**src/rtl/mario_sprite_seq_ctrl.sv**
```systemverilog
// Big-Mario sprite controller: walk-animation FSM, mirrored ROM address generation
// and a two-stage transparency-qualified colour pipeline.
module mario_sprite_seq_ctrl #(
    parameter int          SPR_W        = 16,
    parameter int          SPR_H        = 32,
    parameter int          ANIM_DIV     = 6,
    parameter logic [11:0] TRANSP_COLOR = 12'h808
) (
    input  logic        Clk,
    input  logic        Reset,
    input  logic        frame_tick,
    input  logic        walking,
    input  logic        airborne,
    input  logic        facing_left,
    input  logic [9:0]  DrawX,
    input  logic [9:0]  DrawY,
    input  logic [9:0]  mario_x,
    input  logic [9:0]  mario_y,
    input  logic [11:0] rom_color,
    output logic [9:0]  read_address,
    output logic [2:0]  frame_sel,
    output logic [11:0] pixel_color,
    output logic        pixel_on
);

    typedef enum logic [2:0] {
        ST_STAND = 3'd0,
        ST_WALK1 = 3'd1,
        ST_WALK2 = 3'd2,
        ST_WALK3 = 3'd3,
        ST_JUMP  = 3'd4
    } state_t;

    localparam logic [5:0]        ANIM_LAST = 6'(ANIM_DIV - 1);
    localparam logic signed [10:0] SPR_W_S  = 11'(SPR_W);
    localparam logic signed [10:0] SPR_H_S  = 11'(SPR_H);
    localparam logic [9:0]        SPR_W_A   = 10'(SPR_W);

    state_t      state_q, state_d;
    logic [5:0]  anim_cnt_q, anim_cnt_d;
    logic [2:0]  frame_sel_q, frame_sel_d;
    logic [9:0]  read_address_q, read_address_d;
    logic        hit_q, hit_d;
    logic [11:0] pixel_color_q, pixel_color_d;
    logic        pixel_on_q, pixel_on_d;

    logic signed [10:0] dx, dy;
    logic [9:0]         xm;

    function automatic state_t next_walk(input state_t cur);
        state_t nxt;
        case (cur)
            ST_WALK1: nxt = ST_WALK2;
            ST_WALK2: nxt = ST_WALK3;
            ST_WALK3: nxt = ST_WALK1;
            default:  nxt = ST_WALK1;
        endcase
        return nxt;
    endfunction

    // Animation state and step counter
    always_ff @(posedge Clk or posedge Reset) begin
        if (Reset) begin
            state_q    <= ST_STAND;
            anim_cnt_q <= 6'd0;
        end else begin
            state_q    <= state_d;
            anim_cnt_q <= anim_cnt_d;
        end
    end

    // Next animation state; only evaluated on vblank ticks so the image never changes mid-frame
    always_comb begin
        state_d    = state_q;
        anim_cnt_d = anim_cnt_q;
        if (frame_tick) begin
            case (state_q)
                ST_STAND: begin
                    if (airborne) begin
                        state_d = ST_JUMP;
                    end else if (walking) begin
                        state_d    = ST_WALK1;
                        anim_cnt_d = 6'd0;
                    end else begin
                        state_d = ST_STAND;
                    end
                end
                ST_WALK1, ST_WALK2, ST_WALK3: begin
                    if (airborne) begin
                        state_d = ST_JUMP;
                    end else if (!walking) begin
                        state_d = ST_STAND;
                    end else if (anim_cnt_q == ANIM_LAST) begin
                        state_d    = next_walk(state_q);
                        anim_cnt_d = 6'd0;
                    end else begin
                        anim_cnt_d = anim_cnt_q + 6'd1;
                    end
                end
                ST_JUMP: begin
                    if (!airborne) begin
                        state_d    = walking ? ST_WALK1 : ST_STAND;
                        anim_cnt_d = 6'd0;
                    end else begin
                        state_d = ST_JUMP;
                    end
                end
                default: begin
                    state_d    = ST_STAND;
                    anim_cnt_d = 6'd0;
                end
            endcase
        end else begin
            state_d    = state_q;
            anim_cnt_d = anim_cnt_q;
        end
    end

    // ROM image select derived from the state
    always_comb begin
        frame_sel_d = 3'd0;
        case (state_q)
            ST_STAND: frame_sel_d = 3'd0;
            ST_WALK1: frame_sel_d = 3'd1;
            ST_WALK2: frame_sel_d = 3'd2;
            ST_WALK3: frame_sel_d = 3'd3;
            ST_JUMP:  frame_sel_d = 3'd4;
            default:  frame_sel_d = 3'd0;
        endcase
    end

    // Offsets are taken at 11 bits signed so a scan left of/above the sprite cannot alias into range
    always_comb begin
        dx    = signed'({1'b0, DrawX}) - signed'({1'b0, mario_x});
        dy    = signed'({1'b0, DrawY}) - signed'({1'b0, mario_y});
        hit_d = !dx[10] && (dx < SPR_W_S) && !dy[10] && (dy < SPR_H_S);
        if (facing_left) begin
            xm = SPR_W_A - 10'd1 - dx[9:0];
        end else begin
            xm = dx[9:0];
        end
        if (hit_d) begin
            read_address_d = dy[9:0] * SPR_W_A + xm;
        end else begin
            read_address_d = 10'd0;
        end
    end

    // Colour stage: rom_color answers the address registered in the previous cycle
    always_comb begin
        if (hit_q) begin
            pixel_color_d = rom_color;
            pixel_on_d    = (rom_color != TRANSP_COLOR);
        end else begin
            pixel_color_d = 12'd0;
            pixel_on_d    = 1'b0;
        end
    end

    // Frame select and pixel pipeline registers
    always_ff @(posedge Clk or posedge Reset) begin
        if (Reset) begin
            frame_sel_q    <= 3'd0;
            read_address_q <= 10'd0;
            hit_q          <= 1'b0;
            pixel_color_q  <= 12'd0;
            pixel_on_q     <= 1'b0;
        end else begin
            frame_sel_q    <= frame_sel_d;
            read_address_q <= read_address_d;
            hit_q          <= hit_d;
            pixel_color_q  <= pixel_color_d;
            pixel_on_q     <= pixel_on_d;
        end
    end

    assign read_address = read_address_q;
    assign frame_sel    = frame_sel_q;
    assign pixel_color  = pixel_color_q;
    assign pixel_on     = pixel_on_q;

endmodule

```
**config.mk**
```make
export PLATFORM = sky130hd
export DESIGN_NAME = mario_sprite_seq_ctrl
export DESIGN_NICKNAME = d
export VERILOG_FILES = /design/src/rtl/mario_sprite_seq_ctrl.sv
export SDC_FILE = /design/constraint.sdc
export NUM_CORES = 1
export LEC_CHECK = 0
export ABC_AREA = 1
export CAP_MARGIN = 20
export CORE_MARGIN = 1.5
export CORE_UTILIZATION = 30
export DETAILED_ROUTE_END_ITERATION = 7
export PLACE_DENSITY = 0.61
export SLEW_MARGIN = 20
export SYNTH_ARGS = -nofsm -noshare
export SYNTH_HDL_FRONTEND = slang
export SYNTH_SLANG_ARGS = --single-unit
```
**constraint.sdc**
```tcl
create_clock -name Clk -period 4 [get_ports Clk]
set_clock_uncertainty 0.2 [all_clocks]
set_input_delay 0.8 -clock Clk [delete_from_list [all_inputs] [get_ports Clk]]
set_output_delay 0.8 -clock Clk [all_outputs]
set_load 0.01 [all_outputs]
```
; Yosys cells after proc, flatten, opt, wreduce, memory -nomap -nowiden
; Index checks and enable logic that the tools add are counted.
[totals]
reg_bits = 36
inputBits = 58
[op_classes]
addsub = 5
n_reduce_logical = 10
order_cmp = 2
muxes = 19
eq_ne = 12
[op_table]
columns = op, n
row1 = 2-to-1 mux 6 bit, 6
row2 = subtractor 10 x 10 -> 11 bit, 2
row3 = 2-to-1 mux 10 bit, 2
row4 = one-hot mux 6 bit (3 select lines), 1
row5 = 2-to-1 mux 12 bit, 1
row6 = 2-to-1 mux 3 bit, 4
row7 = != test 12 bit (second input constant), 1
row8 = one-hot mux 3 bit (4 select lines), 1
row9 = less-than comparator 11 x 6 -> 1 bit (second input constant), 1
row10 = less-than comparator 11 x 7 -> 1 bit (second input constant), 1
row11 = adder 10 bit, 1
row12 = != test 2 bit (second input constant), 5
row13 = subtractor 4 x 10 -> 10 bit (first input constant), 1
row14 = adder 6 x 1 -> 6 bit (second input constant), 1
row15 = == test 3 x 2 -> 1 bit (second input constant), 2
row16 = == test 6 x 3 -> 1 bit (second input constant), 1
row17 = one-hot mux 3 bit (2 select lines), 1
row18 = AND reduction 6 bit, 1
row19 = != test 4 bit (second input constant), 1
row20 = one-hot mux 2 bit (2 select lines), 1
row21 = == test 3 x 1 -> 1 bit (second input constant), 1
row22 = == test 3 bit (second input constant), 1
row23 = logical AND 1 bit, 3
row24 = logical NOT 3 bit, 1
row25 = other kinds (5), 7

; Logic depth before layout (Yosys ltp)
[depth]
word_depth = 6
ltp_mapped = 24
mapped_depth_nobuf = 23

; Worst setup path after synthesis
; Ideal clock, no wire load.
[synth_timing]
path_kind = input to register
start = in DrawX[0]
end = reg read_address_q[9], in the netlist read_address[9]
setup_ns = 0.078
n_path_buf = 0
required_time_ns = 3.722
arrival_time_ns = 3.286
stages = 22
path_slack_ns = 0.437
cell_sequence = inv_1 ha_1 inv_1 fa_1 nand3_1 nand2_1 or2_1 nand2_2 nand2_1 nand2_1 xnor2_1 inv_1 ha_1 a21oi_1 nand2_1 nand2_1 nand2_1 a21oi_1 nand3_1 nand2_1 nand2_1 a21oi_1
[synth_between]
elab_chain_cells = 6
elab_cells_between_ends = 10
cone_classes = add/sub (3) / order compare (1) / mux (2) / reduce/logical (4)
[synth_lines]
columns = item, line_no
row1 = start: declaration, 15  ; input logic [9:0] DrawX,
row2 = subtractor 10 x 10 -> 11 bit *, 134  ; dx = signed'({1'b0, DrawX}) - signed'({1'b0, mario_x});
row3 = "parallel branches: the longest is 4 deep, another holds subtractor 4 x 10 -> 10 bit", -
row4 = 2-to-1 mux 10 bit *, 142  ; if (hit_d) begin
row5 = via read_address_d[9], 42  ; logic [9:0] read_address_q, read_address_d;
row6 = end signal: assignment, 170  ; read_address_q <= read_address_d;
row7 = end: declaration, 42
; Mark *: on every way through the listed nets, which the timed path passes.
; A chain may end at the register's enable or synchronous reset.

; Final worst setup path
[layout_timing]
start = in mario_x[0]
end = reg read_address_q[9], in the netlist read_address[9]
[layout_between]
elab_chain_cells = 6
elab_cells_between_ends = 10
cone_classes = add/sub (3) / order compare (1) / mux (2) / reduce/logical (4)
[layout_lines]
columns = item, line_no
row1 = start: declaration, 17  ; input logic [9:0] mario_x,
row2 = subtractor 10 x 10 -> 11 bit *, 134
row3 = "parallel branches: the longest is 4 deep, another holds subtractor 4 x 10 -> 10 bit", -
row4 = 2-to-1 mux 10 bit *, 142
row5 = via read_address_d[9], 42
; Marks and branches as above.

==> run summary <==
The sequential area share after synthesis came out at between 30 and 40%. The flow ran to the end, and the final reports show no timing, DRC or antenna violations. The floorplan die height came out at between 100 and 150 um.

The total DRC errors in the routed layout is 0. The startpoint identified for the worst hold timing path is state_q[0]. The clock tree root buffer cell is clkbuf_8. The count of yosys warnings during synthesis came out at 0.

STA puts the critical path data arrival time at between 3000 and 4000 ps. The final layout net count is 613. The transition time at the pin with the least slew margin is ~560 ps. The number of nets with antenna violations after detailed routing is 0. The area added between synthesis and finish is 41.1%. The cell with the most instances on the worst path is nand2_1. Setup violations remaining at the end of the flow were counted as 0. The start of the worst register-to-register path is state_q[2]. The detailed-router iteration count before antenna repair came out at 4. The total power per unit cell area is 271 mW/mm^2. The remaining max-slew budget at the tightest pin came out at between 60 and 70%. The shortest period the worst path allows is around 3800 ps. The finished cells cover about 0.0042 mm^2. The number of max-capacitance violations reported is 0. By area the synthesized netlist is led by dfrtp_1 30%, nand2_1 14%, inv_1 12%.

The worst slack after detailed placement came out at -175 ps. The total standard cell area after synthesis came out at around 0.003 mm^2. The overall global routing resource usage is 12.6%.

The via count is about 2800. The count of distinct cell types in the synthesized netlist is 37. Among cell families on the critical path, the largest total delay comes from simple AND/OR/NAND/NOR gates. The wire length of the first global-routing pass came out at 10800 um. 0 antenna diodes ended up in the layout. The number of levels the H-tree was split into is 2. In this run the horizontal extent of the chip is 102 um. The total nets after synthesis came out at 513.

In this run the core area contains 36 standard-cell rows. The vias per cell is approximately 4.3. TritonCTS built the clock tree. The initial detailed-routing violation count is 77. The number of antenna violations at the first check in global routing was 0. The slowest stage of the critical path is the clkdlybuf4s50_1 cell. The I/O pin count came out at 84. Cells fill between 40% and 50% of the core in the end.

The hold violation total from the final report came out at 0. The signal on the critical path passes through clkdlybuf4s50_1, ha_1, inv_1, fa_2, nand3_1, nand2_1, or2_1, nand2_2, buf_4, nor2_1, xor2_1, inv_1, ha_4, a21oi_2, nand2_1, nand2_1, nand2_1, a21oi_2, nand3_2, nand2_1, nand2_1, a21oi_1. The global placer's final weighted congestion came out at 0.852. The critical path starts at mario_x[0]. The half-perimeter wire length after detailed placement is roughly 5300 um. The final layout contains routed wiring with a total length of between 6000 and 7000 um. The core region area is 0.00968 mm^2.

The portion of synthesized cell area occupied by the leading cell type is roughly 30%. The overall overflow remaining after global route came out at 0. The critical path's largest stage delay came out at 490 ps. VDD sags by at most 0.124 mV. The instance area after placement is 0.00403 mm^2. The worst-case setup margin in the final layout is around 240 ps.

The clock insertion delay at the later pin of the skew report is ~280 ps. Counting both buffers and inverters, the worst setup path holds a total of 4. The largest area contributor in the synthesized netlist is dfrtp_1. Summed over all cells, the static leakage comes to 2.24 nW. The TritonCTS buffer count is 5. The startpoint kind of the worst setup timing path is an input pin. The category of the most critical setup path is in2reg. The die footprint came out at between 0.01 and 0.015 mm^2.

The clock transition at the register clock pins on the worst setup and hold paths after CTS is 70 ps. Input and output buffers added on the ports amount to 83. The max-slew violation total from the final report came out at 0.

The average wire per standard cell came out at 9.59 um. Counting flops and latches in the post-synthesis netlist gives 36. The clock passes through at most 2 buffers. In this run the worst path has a maximum fanout of 4. The CTS sink count is 36. The tightest min-delay check is of the reg2reg type. The largest net degree at the start of global routing came out at 37. The worst setup path is captured at a flop. The worst hold margin came out at approximately 330 ps. In the finished design, the share of the clock period the worst path needs comes to a little over nine tenths. In the final layout, the share of cells above drive strength 1 is under 10%. The via count of the first global-routing pass was 2702. The effective utilization at floorplan is 30.5%. The average footprint of a synthesized cell is between 6 and 7 um^2. Based on the critical path, the design can be clocked at up to about 270 MHz.

The endpoint required time on the critical path is about 4000 ps. The number of instances in the synthesized netlist is approximately 420.
[per-stage QoR]
| step | instances | setup TNS [ps] | power, W |
|---|---|---|---|
| after global routing | 658 | -7.63 | 0.00124 |
| after global placement | 649 | -60.2 | 0.000845 |
| final | 658 | 0 | 0.00113 |
| after detailed placement | 649 | -175 | 0.000857 |
| after CTS | 657 | 0 | 0.00112 |
| after floorplan | 424 | 0 | 0.000694 |
[state kept, by name, summed over array words and instances (netlist names)]
signal	cells
hit_q	1
frame_sel	3
state_q	3
anim_cnt_q	6
pixel_color	12
read_address	10
pixel_on	1
[cells in the mapped netlist (all sizes together)]
library cell  number
nand2            114
inv               98
nor2              39
dfrtp             36
nand3             29
ha                28
a21oi             17
o21ai             10
xor2               8
nor3               7
nand4              6
xnor2              6
fa                 3
nand3b             3
nor4               3
o211ai             3
buf                2
clkbuf             2
or2                2
a21boi             1
a21o               1
a31oi              1
and3               1
nor3b              1
nor4b              1
o21bai             1
o22ai              1
[cells by family (layout without fill, tap and decap cells)]
kind of cell,Yosys count,count (layout),share of synthesized area (%)
adder cells (fa/ha/maj),31,31,13.9
XOR/XNOR,14,14,4.15
AND/OR/NAND/NOR,206,206,31.6
buffers and inverters,102,203,13.3
AO/OA/AOI/OAI,35,35,6.64
flip-flops,36,36,30.5
[where the power goes]
| group | switching, W | internal, W |
|---|---|---|
| Combinational | 0.000258 | 0.000236 |
| Clock | 0.000116 | 0.000140 |
| Sequential | 0.00000748 | 0.000375 |
| Total | 0.000381 | 0.000751 |
[placed cells by master (no fill, tap or decap), types with 3 or more instances in the layout]
master           netlist  routed
nand4_1                6       6
xor2_1                 8       8
nor2_2                 9       9
dfrtp_1               36      36
nor2_1                30      30
inv_1                 97      97
nor3_1                 5       5
nor4_1                 3       3
o21ai_0               10      10
clkbuf_8               0       6
ha_1                  28      26
nand3b_1               3       3
clkdlybuf4s50_1        0      83
buf_4                  1      14
nand3_2                1       4
nand3_1               27      24
o211ai_1               3       3
a21oi_1               16      14
a21oi_2                1       3
nand2_1              110     110
nand2_2                3       3
xnor2_1                6       6
[tightest hold or removal path, delay by kind of cell, from the launching register on]
| family | cells | cell delay (ps) |
|---|---|---|
| flip-flops | 1 | 340 |
| AND/OR/NAND/NOR | 1 | 80 |
| buffers and inverters | 1 | 70 |
[final timing paths]
path,to,slack (ps),depth (start not counted)
min,frame_sel[0],330,2
max reg2reg,anim_cnt_q[5],2070,7
min in group asynchronous,state_q[0],720,3
max in group asynchronous,pixel_color[5],2570,3
max,read_address[9],240,22
min reg2reg,frame_sel[0],330,2
[routing by layer]
layer / GRT usage [%] / wire [um] / vias up
met5: 0 / 0 / -
met4: 2.53 / 48 / 0
met3: 2.46 / 279 / 6
met2: 24.5 / 3130 / 65
met1: 14.2 / 2850 / 1249
li1: - / - / 1507
[cell type report]
cell class                 instances  area (um^2)
multi-input combinational        286         1710
fill                            1004         5510
timing repair buffer              97          936
clock buffer                       8         90.1
tap                              133          166
sequential                        36          901
inverter                          98          368
[repair_timing]
item / in CTS / in global routing
setup endpoints to repair: 0 / 1
resized for setup: 0 / 8
hold buffers: 0 / 0
setup buffers: 0 / 1
endpoints found under the hold margin: 0 / 0
No activity file was read; power rests on OpenSTA's default activity.
